## config.mk

```make
export PLATFORM = sky130hd
export DESIGN_NAME = imem_loader
export DESIGN_NICKNAME = d
export VERILOG_FILES = /design/src/rtl/imem_loader.sv
export SDC_FILE = /design/constraint.sdc
export NUM_CORES = 1
export LEC_CHECK = 0
export BUFFER_PORTS_ARGS = -buffer_cell sky130_fd_sc_hd__buf_2
export CAP_MARGIN = 5
export CELL_PAD_IN_SITES_DETAIL_PLACEMENT = 1
export CELL_PAD_IN_SITES_GLOBAL_PLACEMENT = 1
export CORE_UTILIZATION = 41
export CTS_CLUSTER_SIZE = 16
export DETAILED_ROUTE_END_ITERATION = 7
export PLACE_DENSITY = 0.74
export SLEW_MARGIN = 20
export SYNTH_ARGS = -nofsm -noshare
export SYNTH_HDL_FRONTEND = slang
export SYNTH_SLANG_ARGS = --single-unit
```

## constraint.sdc

```tcl
create_clock -name clk -period 1.8 [get_ports clk]
set_input_delay 0.36 -clock clk [delete_from_list [all_inputs] [get_ports clk]]
set_output_delay 0.36 -clock clk [all_outputs]
set_load 0.1 [all_outputs]
```

## src/rtl/imem_loader.sv

```systemverilog
// imem_loader: byte-stream loader that fills instruction memory before the core runs.
// Stream frame: one header byte N (word count), then 4*N payload bytes, written
// little-endian starting at byte address 0. core_hold keeps the core in reset
// until a load finishes cleanly.
// Optional feature macro: IMEM_LOADER_CHECKSUM_EN adds a trailing checksum byte C
// such that (sum of payload bytes + C) mod 256 must equal 0.
module imem_loader #(
  parameter int unsigned MEM_BYTES = 32,
  parameter int unsigned ADDR_W    = 5
) (
  input  logic              clk,
  input  logic              reset_n,
  input  logic              start,
  input  logic              in_valid,
  input  logic [7:0]        in_data,
  output logic              in_ready,
  output logic              wr_en,
  output logic [ADDR_W-1:0] wr_addr,
  output logic [7:0]        wr_data,
  output logic              core_hold,
  output logic              done,
  output logic              error
);

  localparam int unsigned CNT_W     = ADDR_W + 1;
  localparam int unsigned MEM_WORDS = MEM_BYTES / 4;

  typedef enum logic [2:0] {
    IDLE = 3'd0,
    LEN  = 3'd1,
    DATA = 3'd2,
`ifdef IMEM_LOADER_CHECKSUM_EN
    CHK  = 3'd3,
`endif
    END  = 3'd4
  } state_t;

  state_t             state_q, state_d;
  logic [CNT_W-1:0]   cnt_q, cnt_d;
  logic [CNT_W-1:0]   last_q, last_d;
  logic               wr_en_d;
  logic [ADDR_W-1:0]  wr_addr_d;
  logic [7:0]         wr_data_d;
  logic               core_hold_d;
  logic               done_d;
  logic               error_d;
  logic               accept;
  logic               len_ok;
`ifdef IMEM_LOADER_CHECKSUM_EN
  logic [7:0]         sum_q, sum_d;
  logic [7:0]         chk_total;
`endif

  // Ready is a pure decode of the state: the loader only listens while framing.
  always_comb begin
    in_ready = 1'b0;
    case (state_q)
      LEN, DATA: in_ready = 1'b1;
`ifdef IMEM_LOADER_CHECKSUM_EN
      CHK:       in_ready = 1'b1;
`endif
      default:   in_ready = 1'b0;
    endcase
  end

  assign accept = in_valid && in_ready;
  assign len_ok = (in_data != 8'd0) && (32'(in_data) <= MEM_WORDS);
`ifdef IMEM_LOADER_CHECKSUM_EN
  assign chk_total = sum_q + in_data;
`endif

  // State register.
  always_ff @(posedge clk or negedge reset_n) begin
    if (!reset_n) state_q <= IDLE;
    else          state_q <= state_d;
  end

  // Next-state and next-value logic for the framing FSM and its datapath.
  always_comb begin
    state_d     = state_q;
    cnt_d       = cnt_q;
    last_d      = last_q;
    wr_en_d     = 1'b0;
    wr_addr_d   = wr_addr;
    wr_data_d   = wr_data;
    core_hold_d = core_hold;
    done_d      = done;
    error_d     = error;
`ifdef IMEM_LOADER_CHECKSUM_EN
    sum_d       = sum_q;
`endif
    case (state_q)
      IDLE, END: begin
        if (start) begin
          state_d     = LEN;
          cnt_d       = '0;
          done_d      = 1'b0;
          error_d     = 1'b0;
          core_hold_d = 1'b1;
`ifdef IMEM_LOADER_CHECKSUM_EN
          sum_d       = '0;
`endif
        end
      end
      LEN: begin
        if (accept) begin
          if (len_ok) begin
            last_d  = CNT_W'({in_data, 2'b00} - 10'd1);
            state_d = DATA;
          end else begin
            error_d = 1'b1;
            state_d = END;
          end
        end
      end
      DATA: begin
        if (accept) begin
          wr_en_d   = 1'b1;
          wr_addr_d = cnt_q[ADDR_W-1:0];
          wr_data_d = in_data;
          cnt_d     = cnt_q + CNT_W'(1);
`ifdef IMEM_LOADER_CHECKSUM_EN
          sum_d     = sum_q + in_data;
          if (cnt_q == last_q) state_d = CHK;
`else
          if (cnt_q == last_q) begin
            state_d     = END;
            done_d      = 1'b1;
            core_hold_d = 1'b0;
          end
`endif
        end
      end
`ifdef IMEM_LOADER_CHECKSUM_EN
      CHK: begin
        if (accept) begin
          state_d = END;
          if (chk_total == 8'd0) begin
            done_d      = 1'b1;
            core_hold_d = 1'b0;
          end else begin
            error_d = 1'b1;
          end
        end
      end
`endif
      default: state_d = IDLE;
    endcase
  end

  // Registered datapath and outputs.
  always_ff @(posedge clk or negedge reset_n) begin
    if (!reset_n) begin
      cnt_q     <= '0;
      last_q    <= '0;
      wr_en     <= 1'b0;
      wr_addr   <= '0;
      wr_data   <= '0;
      core_hold <= 1'b1;
      done      <= 1'b0;
      error     <= 1'b0;
    end else begin
      cnt_q     <= cnt_d;
      last_q    <= last_d;
      wr_en     <= wr_en_d;
      wr_addr   <= wr_addr_d;
      wr_data   <= wr_data_d;
      core_hold <= core_hold_d;
      done      <= done_d;
      error     <= error_d;
    end
  end

`ifdef IMEM_LOADER_CHECKSUM_EN
  // Running payload sum for the trailing checksum byte.
  always_ff @(posedge clk or negedge reset_n) begin
    if (!reset_n) sum_q <= '0;
    else          sum_q <= sum_d;
  end
`endif

endmodule

```

==> impl_metrics.py, run 1 <==
metrics = {
    "routing": {
        "num_vias": 1253,
        "drt_iter0_drc": 51,
        "routed_wl_um": 3619,
        "ant_nets": 0,
        "drc_errors": 0,
        "post_drt_wl_per_cell_um": 14.77,
        "first_pass_iters": 4,
        "viasPerCell": 5.114,
    },
    "clock_tree": {
        "cts_buffer_depth": 2,
        "clk_pin_slew_ns": 0.07,
        "htreeDepth": 2,
        "clock_latency_ns": 0.29,
        "numCtsBuffers": 5,
        "numClockSinks": 31,
        "cts_tree": "built",
        "postCtsSetupBuffers": 0,
        "cts-root-buf": "clkbuf_8",
    },
    "sta": {
        "fmax_mhz": 586.1,
        "finalSetupTns_ns": 0,
        "finalMaxSlewViolations": 0,
        "fin_crit_sh": 0.9479,
        "maxSlewHeadroom": 0.5308,
        "setup_viol_count_final": 0,
        "whs_ns": 0.1188,
        "min_period_ns": 1.706,
        "clock_skew_ns": 0.007798,
        "hold_viol_final": 0,
        "worstMarginPinSlew_ns": 0.7039,
        "rsz0062_at_grt": "no",
    },
    "floorplan": {
        "core_area_mm2": 0.003468,
        "fp-row-count": 21,
        "die_x_um": 63.14,
        "io_pins": 30,
        "die_h_um": 63.14,
        "dieArea_mm2": 0.003987,
        "start_util": 0.4419,
    },
    "pwr": {
        "power.total_w": 0.002687,
        "peakVddDrop_mv": 0.7643,
        "swShare": 0.4907,
        "clkPwrFrac": 0.197,
        "comb_power_share": 0.459,
        "seqPwrFrac": 0.344,
        "netSwitchingPower_w": 0.001318,
        "internal_power_w": 0.001368,
        "powerDensity_mw_per_mm2": 1465,
        "leakagePower_nw": 0.9212,
    },
    "final_layout": {
        "fin_nets": 213,
        "final_cell_area_mm2": 0.001834,
        "syn_to_final_growth_pct": 19.67,
        "seq_area_um2": 779.5,
        "fill_cells": 442,
        "layout_commonest_cell": "nand2_1",
        "drive_gt1_frac": 0.2814,
        "diodes": 0,
        "multi_input_area_um2": 703.2,
        "final_cell_mix": "53 x nand2_1, 28 x dfrtp_1, 28 x buf_2, 16 x o21ai_0, 7 x nor3_1",
    },
    "logic_synthesis": {
        "synth.avg_cell_area_um2": 9.403,
        "synthesis.instances": 163,
        "ys_types": 36,
        "syn_nets": 178,
        "ys.warnings.count": 0,
        "post_synth_instance_area_mm2": 0.001533,
        "synth-seq-area-share": 0.5069,
        "synth-seq-cells": 31,
    },
    "critical_path": {
        "r2r_setup_slack_ns": 0.25,
        "critPathLaunch": "state_q[0]$_DFFE_PN0P_",
        "path_class": "reg -> out",
        "r2r-start": "cnt_q[0]$_DFFE_PN0P_",
        "required_ns": 1.44,
        "endpoint_kind": "primary output",
        "worstPathArrival_ns": 1.35,
        "worst_setup_path_start_kind": "register",
        "critPathMaxFanout": 7,
    },
    "global_routing": {
        "grt_usage": 0.2135,
        "grt_pass1_vias": 1293,
        "grt-ovfl-total": 0,
        "grt_max_degree": 32,
        "antenna_found_initial": 0,
        "grt_pass1_wl_um": 6320,
    },
    "place": {
        "postPlaceCellArea_mm2": 0.001743,
        "port_buffers": 29,
        "place_hpwl_um": 2657,
        "gp_congestion": 0.8143,
    },
    "outcome": {
        "status": "complete, no violations",
    },
    "job": {
        "drv_cap": 0,
    },
    "min_path": {
        "hold_class": "in -> async",
    },
}
## worst max-delay path, cell delays in order, from the launching register on
cell	delay, ns
dfrtp_2	0.47
nand2b_2	0.25
a21oi_4	0.16
buf_12	0.19
## per-stage QoR
step / setup WS (ns) / instances / util
after floorplan: 0.1669 / 163 / -
after global placement: 0.1365 / 237 / 0.5025
after detailed placement: 0.09380 / 237 / 0.5025
after CTS: 0.01517 / 245 / 0.5260
after global routing: 0.03809 / 245 / 0.5289
final: 0.09385 / 245 / 0.5289
## final cells by class
cell class / count / share of cell area
well taps: 46 / 0.03138
inverters: 6 / 0.01228
flip-flops and latches: 31 / 0.4250
clock buffers: 7 / 0.04161
multi-input cells: 121 / 0.3834
repair buffers: 33 / 0.1037
clock inverters: 1 / 0.002729
## power by group through the flow
stage                     clock, W  combinational, W  sequential (W)
final                     0.000530           0.00123        0.000924
after global routing      0.000573           0.00129        0.000941
after CTS                 0.000542           0.00124        0.000923
after detailed placement         0           0.00124        0.000933
after global placement           0           0.00121        0.000925
after floorplan                  0          0.000347         0.00155
## per-layer routing
metal / global-route usage / share of wire
met5: 0 / 0
met4: 0.09593 / 0.021
met3: 0.07065 / 0.044
met2: 0.3427 / 0.48
met1: 0.2581 / 0.45
## path summary, 6_finish.rpt
path,endpoint,cells after the start
worst max-delay path,in_ready,3
worst min-delay path,cnt_q[4]$_DFFE_PN0P_,1
worst max register to register,core_hold$_DFFE_PN1P_,5
worst min register to register,wr_data[4]$_DFFE_PN0P_,2
max in group asynchronous,state_q[0]$_DFFE_PN0P_,1
min in group clk,last_q[2]$_DFFE_PN0P_,2
## cells by family (layout without fill, tap and decap cells)
family | count (synthesis) | in the layout | share of synthesized area
flops | 31 | 31 | 0.5069
buf+inv | 11 | 47 | 0.04653
xor+xnor | 7 | 7 | 0.04490
simple gates | 81 | 81 | 0.2571
compound gates | 28 | 28 | 0.1069
mux | 2 | 2 | 0.01306
fa+ha+maj | 3 | 3 | 0.02449
## flip-flops by register name, summed over array words and instances (netlist names)
name       count
last_q         5
error          1
state_q        3
core_hold      1
cnt_q          6
done           1
wr_en          1
wr_addr        5
wr_data        8
## Yosys cell counts
cell | n | area (um2)
o21ai_0 | 16 | 80.08
inv_1 | 5 | 18.77
xnor2_2 | 1 | 16.27
nor2_1 | 3 | 11.26
buf_4 | 2 | 15.01
nand3_2 | 1 | 10.01
nor2_2 | 1 | 6.260
nor3_1 | 7 | 35.03
or3_1 | 2 | 12.51
nand4_1 | 1 | 6.260
nand3_1 | 1 | 5.000
nor3b_2 | 1 | 12.51
o22a_1 | 1 | 8.760
o22ai_1 | 1 | 6.260
and2_4 | 1 | 8.760
dfrtp_1 | 30 | 750.7
nand3b_1 | 1 | 7.510
a21oi_1 | 6 | 30.03
nand2_1 | 53 | 198.9
xnor2_1 | 6 | 52.55
buf_6 | 3 | 33.78
or2b_1 | 1 | 7.510
nor4_4 | 1 | 21.27
a221oi_2 | 1 | 15.01
ha_1 | 3 | 37.54
o21ai_2 | 1 | 8.760
nand2b_1 | 2 | 12.51
a22oi_1 | 1 | 7.510
inv_2 | 1 | 3.750
nor2_4 | 1 | 11.26
nand2_2 | 1 | 6.260
mux2i_1 | 2 | 20.02
nor2b_1 | 2 | 12.51
a21o_1 | 1 | 7.510
dfstp_2 | 1 | 26.28
nand2b_2 | 1 | 8.760
## repair_timing
item | in CTS | in global routing
setup endpoints to repair | 0 | 1
hold buffers | 0 | 0
resized for setup | 0 | 4
(Power assumes the default switching activity.)
==> inputs of run 2 (changes only) <==
Settings changed: RECOVER_POWER from default to 100.
==> run 2 against run 1 <==
Net effect:
- hold slack better by 0.029 ns
- count of clock-buffer cells in the layout did not move
- total power fell by 0.49%
- clock power about the same
- cell area fell by 0.96%
- largest power group unchanged
- highest routed layer unchanged
==> impl_metrics.py, run 2 (synthesized netlist as in run 1, its figures left out) <==
metrics = {
    "clock_tree": {
        "clk_pin_slew_ns": 0.07,
        "cts_buffer_depth": 2,
        "cts_hold_buf": 0,
        "numClockSinks": 31,
        "cts_tree": "built",
        "cts-root-buf": "clkbuf_8",
        "clock_latency_ns": 0.29,
        "numCtsBuffers": 5,
        "htreeDepth": 2,
    },
    "sta": {
        "maxSlewHeadroom": 0.4706,
        "worstMarginPinSlew_ns": 0.7942,
        "setup_viol_count_final": 0,
        "fmax_mhz": 583.3,
        "worst_slack_ns": 0.08554,
        "finalSetupTns_ns": 0,
        "hold_viol_final": 0,
        "min_period_ns": 1.714,
        "fin_crit_sh": 0.9525,
        "clock_skew_ns": 0.007473,
        "finalMaxSlewViolations": 0,
        "rsz0062_at_grt": "no",
    },
    "global_routing": {
        "grt_pass1_vias": 1293,
        "grt-ovfl-total": 0,
        "grt_pass1_wl_um": 6320,
        "antenna_found_initial": 0,
        "grt_max_degree": 32,
        "grt_usage": 0.2135,
    },
    "outcome": {
        "status": "complete, no violations",
    },
    "critical_path": {
        "endpoint_kind": "primary output",
        "critPathMaxFanout": 7,
        "cp_slowest_stage_delay_ns": 0.47,
        "crit_path_top_delay_cell": "dfrtp_2",
        "worstPathBufferInverterCount": 1,
        "reg2reg_depth": 5,
        "rr_endpoint": "last_q[4]$_DFFE_PN0P_",
        "worstPathCellList": "nand2b_2 > a21oi_4 > buf_12",
        "worst_setup_path_start_kind": "register",
        "crit_family": "flip-flops",
        "path_class": "reg -> out",
        "r2r-start": "state_q[1]$_DFFE_PN0P_",
        "worstPathArrival_ns": 1.35,
        "r2r_setup_slack_ns": 0.17,
        "required_ns": 1.44,
    },
    "routing": {
        "drt_iter0_drc": 47,
        "drc_errors": 0,
        "num_vias": 1253,
        "post_drt_wl_per_cell_um": 14.78,
        "viasPerCell": 5.114,
        "first_pass_iters": 4,
        "ant_nets": 0,
        "routed_wl_um": 3621,
    },
    "place": {
        "place_hpwl_um": 2657,
        "pre_cts_slack_ns": 0.09380,
        "gp_congestion": 0.8143,
        "port_buffers": 29,
    },
    "floorplan": {
        "dieArea_mm2": 0.003987,
        "io_pins": 30,
        "start_util": 0.4419,
        "fp-row-count": 21,
        "core_area_mm2": 0.003468,
        "die_h_um": 63.14,
        "die_x_um": 63.14,
    },
    "min_path": {
        "hold_class": "in -> async",
    },
    "final_layout": {
        "syn_to_final_growth_pct": 18.53,
        "fin_nets": 213,
        "top_register": "wr_data",
        "final_cell_mix": "54 x nand2_1, 29 x dfrtp_1, 19 x clkbuf_2, 17 x o21ai_0, 10 x buf_2",
        "largestRegisters": "wr_data (8), cnt_q (6)",
        "diodes": 0,
        "layout_commonest_cell": "nand2_1",
        "largest_reg_flops": 8,
        "final_util": 0.5238,
        "drive_gt1_frac": 0.2513,
    },
    "job": {
        "drv_cap": 0,
    },
    "pwr": {
        "leakagePower_nw": 0.9136,
        "powerDensity_mw_per_mm2": 1472,
        "peakVddDrop_mv": 0.7634,
    },
}
==> run 2: layout make-up <==
cell class / instances / area (um2)
fillers: 446 / 1652
flip-flops and latches: 31 / 778.2
multi-input cells: 121 / 689.4
repair buffers: 33 / 187.7
clock buffers: 7 / 76.32
well taps: 46 / 57.56
inverters: 6 / 22.52
clock inverters: 1 / 5.005
==> run 2: power breakdown <==
part	internal (W)	switching (W)	total, W
Sequential	0.000833	0.0000917	0.000924
Combinational	0.000258	0.000962	0.00122
Clock	0.000271	0.000258	0.000529
==> run 2: worst max-delay path by stage <==
stage	end	from	depth (start not counted)	slack [ns]
6_report	in_ready	state_q[0]$_DFFE_PN0P_	3	0.09
5_1_grt	in_ready	state_q[1]$_DFFE_PN0P_	3	0.03
4_1_cts	in_ready	state_q[1]$_DFFE_PN0P_	3	0.02
3_5_place_dp	state_q[1]$_DFFE_PN0P_	in_data[0]	8	0.09
3_3_place_gp	state_q[1]$_DFFE_PN0P_	in_data[0]	8	0.14
2_1_floorplan	in_ready	state_q[1]$_DFFE_PN0P_	3	0.17
==> run 2: per-stage QoR <==
| step | cell area [um2] | total power [W] | std cells | hold WS [ns] |
|---|---|---|---|---|
| floorplan | 1544 | 0.001900 | 163 | 0.06441 |
| global placement | 1743 | 0.002134 | 237 | 0.4455 |
| detailed placement | 1743 | 0.002169 | 237 | 0.4575 |
| CTS | 1824 | 0.002703 | 245 | 0.1405 |
| global route | 1817 | 0.002794 | 245 | 0.2129 |
| finish | 1817 | 0.002674 | 245 | 0.1477 |
==> run 2: routing by layer <==
| metal | GRT usage | vias to the layer above | share of wire |
|---|---|---|---|
| met4 | 0.09593 | 0 | 0.021 |
| met3 | 0.07065 | 5 | 0.043 |
| met2 | 0.3427 | 26 | 0.48 |
| met5 | 0 | - | 0 |
| met1 | 0.2581 | 613 | 0.46 |
| li1 | - | 609 | - |
==> run 2: timing repair <==
item                       CTS  global route
resized for setup            0             4
buffers inserted             0             0
setup endpoints to repair    0             1
